$ cat src/rtl/intpol_ctrl_fsm_gen_if.sv
// Handshake/control bundle between the interpolator control FSM and its surroundings.
// master = FSM side, slave = datapath/FIFO/controller side.
interface intpol_ctrl_fsm_gen_if #(
  parameter int unsigned CNT_W = 8,
  parameter int unsigned CH_W  = 1
);
  logic             start;
  logic             stop;
  logic             bypass;
  logic [CNT_W-1:0] factor;
  logic             empty;
  logic             afull;
  logic             busy;
  logic             rd_en;
  logic             en_addr;
  logic             op_1;
  logic             ld_p1_xi;
  logic             sel_mult;
  logic             en_sum;
  logic             ld_data;
  logic             wr_en;
  logic             en_stream;
  logic             stop_empty;
  logic             stop_afull;
  logic [CH_W-1:0]  ch_idx;
  logic [CNT_W-1:0] phase;
  logic             sample_done;
  logic             done;
  logic             clear;

  modport master (
    input  start, stop, bypass, factor, empty, afull,
    output busy, rd_en, en_addr, op_1, ld_p1_xi, sel_mult, en_sum, ld_data, wr_en,
           en_stream, stop_empty, stop_afull, ch_idx, phase, sample_done, done, clear
  );

  modport slave (
    output start, stop, bypass, factor, empty, afull,
    input  busy, rd_en, en_addr, op_1, ld_p1_xi, sel_mult, en_sum, ld_data, wr_en,
           en_stream, stop_empty, stop_afull, ch_idx, phase, sample_done, done, clear
  );
endinterface

$ cat src/rtl/intpol_ctrl_fsm_gen.sv
// Interpolator control FSM: prime, per-sample diff/load/out loop over phases x channels,
// steady-state fetch, bypass pass-through, graceful stop and restart via CLEAR.
module intpol_ctrl_fsm_gen #(
  parameter int unsigned CNT_W   = 8,
  parameter int unsigned NCH     = 2,
  parameter int unsigned CH_W    = 1,
  parameter int unsigned PRIME_N = 2
) (
  input  logic                 clk,
  input  logic                 rstn,
  intpol_ctrl_fsm_gen_if.master bus
);

  localparam int unsigned PrimeTot = PRIME_N * NCH;
  localparam int unsigned PcW      = $clog2(PrimeTot + 1);

  typedef enum logic [3:0] {
    StIdle, StPrime, StDiff, StLoad, StOut, StSdone, StFetch, StBypass, StClear
  } state_e;

  state_e           state_q, state_d;
  logic [PcW-1:0]   cnt_q, cnt_d;
  logic [CH_W-1:0]  ch_q, ch_d;
  logic [CNT_W-1:0] phase_q, phase_d;
  logic [CNT_W-1:0] l_q, l_d;
  logic             stop_q, stop_d;
  logic             wr_en_q;
  logic [CNT_W-1:0] l_new;
  logic [CH_W-1:0]  ch_inc;

  assign l_new  = (bus.factor == '0) ? CNT_W'(1) : bus.factor;
  assign ch_inc = (ch_q == CH_W'(NCH - 1)) ? '0 : ch_q + 1'b1;

  always_comb begin
    state_d         = state_q;
    cnt_d           = cnt_q;
    ch_d            = ch_q;
    phase_d         = phase_q;
    l_d             = l_q;
    stop_d          = stop_q;
    bus.busy        = 1'b0;
    bus.rd_en       = 1'b0;
    bus.en_addr     = 1'b0;
    bus.op_1        = 1'b0;
    bus.ld_p1_xi    = 1'b0;
    bus.sel_mult    = 1'b0;
    bus.en_sum      = 1'b0;
    bus.ld_data     = 1'b0;
    bus.wr_en       = 1'b0;
    bus.en_stream   = 1'b0;
    bus.stop_empty  = 1'b0;
    bus.stop_afull  = 1'b0;
    bus.ch_idx      = '0;
    bus.phase       = '0;
    bus.sample_done = 1'b0;
    bus.done        = 1'b0;
    bus.clear       = 1'b0;

    // Everything is held at zero while reset is asserted.
    if (rstn) begin
      bus.busy   = (state_q != StIdle);
      bus.clear  = bus.start || (state_q == StClear);
      bus.ch_idx = ch_q;
      bus.phase  = phase_q;
      bus.wr_en  = wr_en_q;
      if (state_q != StIdle) stop_d = stop_q | bus.stop;

      if (bus.start && state_q != StIdle && state_q != StClear) begin
        state_d = StClear;
        cnt_d   = '0;
        ch_d    = '0;
        phase_d = '0;
        stop_d  = 1'b0;
      end else begin
        unique case (state_q)
          StIdle: begin
            if (bus.start) begin
              l_d     = l_new;
              stop_d  = 1'b0;
              cnt_d   = '0;
              ch_d    = '0;
              phase_d = '0;
              state_d = bus.bypass ? StBypass : StPrime;
            end
          end
          StClear: begin
            cnt_d   = '0;
            ch_d    = '0;
            phase_d = '0;
            if (!bus.start) begin
              l_d     = l_new;
              state_d = bus.bypass ? StBypass : StPrime;
            end
          end
          StPrime: begin
            if (bus.empty) begin
              bus.stop_empty = 1'b1;
            end else begin
              bus.rd_en   = 1'b1;
              bus.en_addr = 1'b1;
              if (cnt_q == PcW'(PrimeTot - 1)) begin
                cnt_d   = '0;
                state_d = StDiff;
              end else begin
                cnt_d = cnt_q + 1'b1;
              end
            end
          end
          StDiff: begin
            bus.op_1 = 1'b1;
            ch_d     = '0;
            phase_d  = '0;
            state_d  = StLoad;
          end
          StLoad: begin
            bus.ld_p1_xi = 1'b1;
            state_d      = StOut;
          end
          StOut: begin
            bus.sel_mult = 1'b1;
            if (bus.afull) begin
              bus.stop_afull = 1'b1;
            end else begin
              bus.ld_data = 1'b1;
              if (ch_q != CH_W'(NCH - 1)) begin
                ch_d    = ch_q + 1'b1;
                state_d = StLoad;
              end else begin
                ch_d = '0;
                if (phase_q < l_q - CNT_W'(1)) begin
                  phase_d    = phase_q + 1'b1;
                  bus.en_sum = 1'b1;
                  state_d    = StLoad;
                end else begin
                  phase_d = '0;
                  state_d = StSdone;
                end
              end
            end
          end
          StSdone: begin
            bus.sample_done = 1'b1;
            if (stop_q || bus.stop) begin
              bus.done = 1'b1;
              state_d  = StIdle;
            end else begin
              cnt_d   = '0;
              state_d = StFetch;
            end
          end
          StFetch: begin
            bus.en_stream = 1'b1;
            if (bus.empty) begin
              bus.stop_empty = 1'b1;
            end else begin
              bus.rd_en   = 1'b1;
              bus.en_addr = 1'b1;
              if (cnt_q == PcW'(NCH - 1)) begin
                cnt_d   = '0;
                state_d = StDiff;
              end else begin
                cnt_d = cnt_q + 1'b1;
              end
            end
          end
          StBypass: begin
            if (stop_q || bus.stop) begin
              bus.done = 1'b1;
              ch_d     = '0;
              state_d  = StIdle;
            end else begin
              bus.stop_empty = bus.empty;
              bus.stop_afull = bus.afull;
              if (!bus.empty && !bus.afull) begin
                bus.rd_en   = 1'b1;
                bus.ld_data = 1'b1;
                ch_d        = ch_inc;
              end
            end
          end
          default: state_d = StIdle;
        endcase
      end
    end
  end

  always_ff @(posedge clk) begin
    if (!rstn) begin
      state_q <= StIdle;
      cnt_q   <= '0;
      ch_q    <= '0;
      phase_q <= '0;
      l_q     <= '0;
      stop_q  <= 1'b0;
      wr_en_q <= 1'b0;
    end else begin
      state_q <= state_d;
      cnt_q   <= cnt_d;
      ch_q    <= ch_d;
      phase_q <= phase_d;
      l_q     <= l_d;
      stop_q  <= stop_d;
      wr_en_q <= bus.ld_data;
    end
  end

endmodule

$ cat src/flat_wrapper.sv
// flat-port wrapper written by rule: the top's interface ports become plain ports
module intpol_ctrl_fsm_gen_flat 
#(
  parameter int unsigned CNT_W   = 8,
  parameter int unsigned NCH     = 2,
  parameter int unsigned CH_W    = 1,
  parameter int unsigned PRIME_N = 2
)
  (clk, rstn, bus_start, bus_stop, bus_bypass, bus_factor, bus_empty, bus_afull, bus_busy, bus_rd_en, bus_en_addr, bus_op_1, bus_ld_p1_xi, bus_sel_mult, bus_en_sum, bus_ld_data, bus_wr_en, bus_en_stream, bus_stop_empty, bus_stop_afull, bus_ch_idx, bus_phase, bus_sample_done, bus_done, bus_clear);
  intpol_ctrl_fsm_gen_if #(.CNT_W(CNT_W), .CH_W(CH_W)) bus_i ();
  input  logic clk;
  input  logic rstn;
  input wire logic [$bits(bus_i.start)-1:0] bus_start;
  input wire logic [$bits(bus_i.stop)-1:0] bus_stop;
  input wire logic [$bits(bus_i.bypass)-1:0] bus_bypass;
  input wire logic [$bits(bus_i.factor)-1:0] bus_factor;
  input wire logic [$bits(bus_i.empty)-1:0] bus_empty;
  input wire logic [$bits(bus_i.afull)-1:0] bus_afull;
  output wire logic [$bits(bus_i.busy)-1:0] bus_busy;
  output wire logic [$bits(bus_i.rd_en)-1:0] bus_rd_en;
  output wire logic [$bits(bus_i.en_addr)-1:0] bus_en_addr;
  output wire logic [$bits(bus_i.op_1)-1:0] bus_op_1;
  output wire logic [$bits(bus_i.ld_p1_xi)-1:0] bus_ld_p1_xi;
  output wire logic [$bits(bus_i.sel_mult)-1:0] bus_sel_mult;
  output wire logic [$bits(bus_i.en_sum)-1:0] bus_en_sum;
  output wire logic [$bits(bus_i.ld_data)-1:0] bus_ld_data;
  output wire logic [$bits(bus_i.wr_en)-1:0] bus_wr_en;
  output wire logic [$bits(bus_i.en_stream)-1:0] bus_en_stream;
  output wire logic [$bits(bus_i.stop_empty)-1:0] bus_stop_empty;
  output wire logic [$bits(bus_i.stop_afull)-1:0] bus_stop_afull;
  output wire logic [$bits(bus_i.ch_idx)-1:0] bus_ch_idx;
  output wire logic [$bits(bus_i.phase)-1:0] bus_phase;
  output wire logic [$bits(bus_i.sample_done)-1:0] bus_sample_done;
  output wire logic [$bits(bus_i.done)-1:0] bus_done;
  output wire logic [$bits(bus_i.clear)-1:0] bus_clear;
  assign bus_i.start = bus_start;
  assign bus_i.stop = bus_stop;
  assign bus_i.bypass = bus_bypass;
  assign bus_i.factor = bus_factor;
  assign bus_i.empty = bus_empty;
  assign bus_i.afull = bus_afull;
  assign bus_busy = bus_i.busy;
  assign bus_rd_en = bus_i.rd_en;
  assign bus_en_addr = bus_i.en_addr;
  assign bus_op_1 = bus_i.op_1;
  assign bus_ld_p1_xi = bus_i.ld_p1_xi;
  assign bus_sel_mult = bus_i.sel_mult;
  assign bus_en_sum = bus_i.en_sum;
  assign bus_ld_data = bus_i.ld_data;
  assign bus_wr_en = bus_i.wr_en;
  assign bus_en_stream = bus_i.en_stream;
  assign bus_stop_empty = bus_i.stop_empty;
  assign bus_stop_afull = bus_i.stop_afull;
  assign bus_ch_idx = bus_i.ch_idx;
  assign bus_phase = bus_i.phase;
  assign bus_sample_done = bus_i.sample_done;
  assign bus_done = bus_i.done;
  assign bus_clear = bus_i.clear;
  intpol_ctrl_fsm_gen #(.CNT_W(CNT_W), .NCH(NCH), .CH_W(CH_W), .PRIME_N(PRIME_N)) u_core (.clk(clk), .rstn(rstn), .bus(bus_i));
endmodule
$ cat config.mk
export PLATFORM = sky130hd
export DESIGN_NAME = intpol_ctrl_fsm_gen_flat
export DESIGN_NICKNAME = d
export VERILOG_FILES = /design/src/rtl/intpol_ctrl_fsm_gen_if.sv /design/src/rtl/intpol_ctrl_fsm_gen.sv /design/src/flat_wrapper.sv
export SDC_FILE = /design/constraint.sdc
export NUM_CORES = 1
export LEC_CHECK = 0
export ABC_AREA = 1
export BUFFER_PORTS_ARGS = -buffer_cell sky130_fd_sc_hd__buf_4
export CORE_MARGIN = 5
export CORE_UTILIZATION = 55
export DETAILED_ROUTE_END_ITERATION = 10
export HOLD_SLACK_MARGIN = 0.08
export PLACE_DENSITY = 0.8
export SKIP_LAST_GASP = 1
export SLEW_MARGIN = 10
export SYNTH_ARGS = -nofsm -noshare
export SYNTH_HDL_FRONTEND = slang
export SYNTH_SLANG_ARGS = --single-unit
$ cat constraint.sdc
create_clock -name clk -period 2.7 [get_ports clk]
set_clock_uncertainty 0.05 [all_clocks]
set_input_delay 0.135 -clock clk [delete_from_list [all_inputs] [get_ports clk]]
set_output_delay 0.135 -clock clk [all_outputs]
set_load 0.02 [all_outputs]
==> flow_summary_export.csv <==
group,metric,value,unit
status,status,"complete, no violations",
synthesis,synthMostInstantiatedCell,"nand2_1",
route,drc,0,
route,viasPerCell,5.11,
setup_path,cp-end-kind,"primary output",
setup_path,worstSetupStartpointType,"flip-flop",
setup_path,cp_max_fo,4,
global_routing,grt_start_max_net_pins,20,
synthesis,synth_area_per_cell,6.69,um2
floorplanning,dieHeight,69.5,um
setup_path,timing.rr.start,"u_core.l_q[2]$_SDFFE_PN0P_",
layout,num-fill-cells,293,
global_routing,track_usage,0.185,
hold_path,hold_start,"rstn",
route,dr.pass1.iters,4,
synthesis,ys.flop_type,"dfxtp_1",
synthesis,synth-edff-count,0,
flow_run,max-cap-violations,0,
layout,area_delta_synth_final,21.8,%
place,io_buffer_count,38,
layout,fin_nets,364,
setup_path,cp.arrival,2.26,ns
setup_path,r2r_end,"u_core.phase_q[1]$_SDFFE_PP0P_",
sta,relSlewSlack,0.746,
synthesis,synth_cell_types,28,
route,detail-route-antenna-nets,0,
synthesis,synth_warnings,0,
place,place_area,0.00225,mm2
cts,cts_buffer_depth,2,
cts,tritoncts,"yes",
route,vias,1942,
setup_path,crit_chain,"nor2_2 > nand4_1 > nor3_2 > xnor2_1 > ha_1 > a21oi_1 > o21a_1 > nand2_1 > nor4_2 > buf_4",
sta,max_freq,0.410,GHz
setup_path,cp.buffers_inverters,1,
hold_path,whs_path_depth,3,
place,dpl.hpwl,3550,um
route,drt-total-wl,4580,um
floorplanning,start_util,0.574,
setup_path,cp_top_family,"simple AND/OR/NAND/NOR gates",
cts,htreeDepth,1,
power,peakVddDrop,0.593,mV
synthesis,synth_area,0.00195,mm2
setup_path,max_stage_delay,0.38,ns
setup_path,reg2reg_slack,0.52,ns
sta,period_share,0.904,
cts,cts_setup_buffers,0,
floorplanning,die_w,69.5,um
synthesis,async_reset_ff_frac,0,
synthesis,yosysSeqAreaShare,0.268,
cts,cts-root-buf,"clkbuf_4",
global_routing,grt-ovfl-total,0,
setup_path,reg2reg_depth,11,
floorplanning,fp.coreArea,0.00339,mm2
setup_path,critPathKind,"flip-flop to primary output",
place,place_congestion,0.917,
sta,final_max_slew_viol_count,0,
setup_path,critPathRequiredTime,2.52,ns
layout,stdcell_area,0.00237,mm2
hold_path,hold_end,"u_core.l_q[6]$_SDFFE_PN0P_",
route,drtIter0Drc,106,
layout,drive_gt1_frac,0.234,
cts,cts.sinks,26,
setup_path,slowest_stage,"dfxtp_1",
synthesis,synth_seq_cells,26,
floorplanning,rows,21,
sta,post-route-min-period,2.44,ns
synthesis,netlist_instances,291,
synthesis,synth_common_cells,"56 x nand2_1, 41 x nor2_1, 35 x inv_1",
global_routing,grt_first_pass_wirelength,7580,um
global_routing,grt_pass1_vias,1752,
synthesis,synthesis.nets,319,
synthesis,synth_top_area_share,0.268,
power,power_density,1010,mW/mm2
cts,cts_made_buffers,3,
cts,cts.reportedPaths.clkPinSlew,0.14,ns
sta,rsz0062_at_grt,"false",
synthesis,yosys-top-cells-area,"dfxtp_1 27%, nand2_1 11%, ha_1 8.4%",
sta,final-setup-viol-count,0,
global_routing,antenna_found_initial,0,
sta,hold_viol_final,0,
sta,fin_tns_setup,0,ns
hold_path,hp-class,"input pin to flip-flop",
layout,antenna_cells,0,
sta,tightest_slew,0.381,ns
power,power.leakage,1.19,nW
floorplanning,io-pin-count,39,
route,wl_per_cell,12.0,um
floorplanning,die-area,0.00483,mm2
synthesis,yosysTopAreaCell,"dfxtp_1",
cts,clock_latency,0.32,ns
cells by family (layout without fill, tap and decap cells):
logic type	count (synthesis)	in the layout	share of synthesized area
AND/OR/NAND/NOR	157	157	0.396
buffers and inverters	48	91	0.102
AO/OA/AOI/OAI	36	36	0.102
flip-flops	26	26	0.268
adder cells (fa/ha/maj)	13	13	0.0836
XOR/XNOR	11	11	0.0495
layer usage:
layer / share of wire / track usage / vias to the layer above
met5: 0 / 0 / -
met4: 0.0063 / 0.0282 / 0
met3: 0.051 / 0.0348 / 2
met2: 0.46 / 0.304 / 54
met1: 0.48 / 0.255 / 861
li1: - / - / 1025
placed cells by master (no fill, tap or decap), drive strengths merged:
cell / netlist / layout
nor3: 11 / 11
nand3: 16 / 16
o21ai: 14 / 14
dlygate4sd3: 0 / 8
inv: 42 / 42
or2: 1 / 1
clkbuf: 2 / 3
xnor2: 4 / 4
nor4: 5 / 5
xor2: 7 / 7
dfxtp: 26 / 26
nand2: 68 / 68
ha: 13 / 13
o21a: 1 / 1
a211oi: 2 / 2
nand4: 7 / 7
buf: 4 / 38
nor2: 49 / 49
a21oi: 19 / 19
worst register-to-register path: stages (launching register included):
cell and delay [ns]:
dfxtp_1 0.38, nor2_2 0.11, nand4_1 0.17, nor3_2 0.17, xnor2_1 0.14, ha_1 0.26
a21oi_1 0.15, o21a_1 0.15, nand3_1 0.11, nand2_1 0.10, nand2_1 0.17, a21oi_1 0.17
power by group:
part           leakage, nW  switching [mW]  internal (mW)
Sequential           0.213           0.144          0.507
Clock               0.0138           0.114         0.0523
Combinational        0.964            1.02          0.556
Total                 1.19            1.28           1.12
metrics by stage:
stage	std cells	util	hold WS, ns	setup slack, ns	total power, mW
2_1_floorplan	291	-	0.249	0.429	1.91
3_3_place_gp	369	0.663	0.353	0.599	2.14
3_5_place_dp	369	0.663	0.353	0.496	2.19
4_1_cts	380	0.694	0.0912	0.153	2.36
5_1_grt	380	0.699	0.0954	0.0260	2.65
6_report	380	0.699	0.0916	0.260	2.40
timing repair:
| item | 4_1_cts | 5_1_grt |
|---|---|---|
| resized for setup | 0 | 4 |
| setup endpoints to repair | 0 | 1 |
| hold buffers | 8 | 0 |
| hold endpoints to repair | 8 | 0 |
state kept, by name, indices dropped and copies added, names as in the netlist:
| register | flops |
|---|---|
| u_core.state_q | 4 |
| u_core.l_q | 8 |
| u_core.wr_en_q | 1 |
| u_core.stop_q | 1 |
| u_core.phase_q | 8 |
| u_core.ch_q | 1 |
| u_core.cnt_q | 3 |
worst max-delay path by stage:
stage,startpoint,endpoint,cells past startpoint
4_1_cts,u_core.l_q[2]$_SDFFE_PN0P_,bus_en_sum,10
3_3_place_gp,u_core.l_q[2]$_SDFFE_PN0P_,bus_en_sum,10
3_5_place_dp,u_core.l_q[2]$_SDFFE_PN0P_,u_core.phase_q[1]$_SDFFE_PP0P_,11
6_report,u_core.l_q[2]$_SDFFE_PN0P_,bus_en_sum,10
2_1_floorplan,u_core.l_q[2]$_SDFFE_PN0P_,bus_en_sum,9
5_1_grt,u_core.l_q[2]$_SDFFE_PN0P_,bus_en_sum,10
layout make-up:
type	instances	area (um2)	area share
clock buffer	3	22.5	0.00950
tap	46	57.6	0.0243
multi-input combinational	217	1250	0.526
sequential	26	520	0.220
inverter	42	158	0.0665
timing repair buffer	46	365	0.154
No activity file was read; power rests on OpenSTA's default activity.
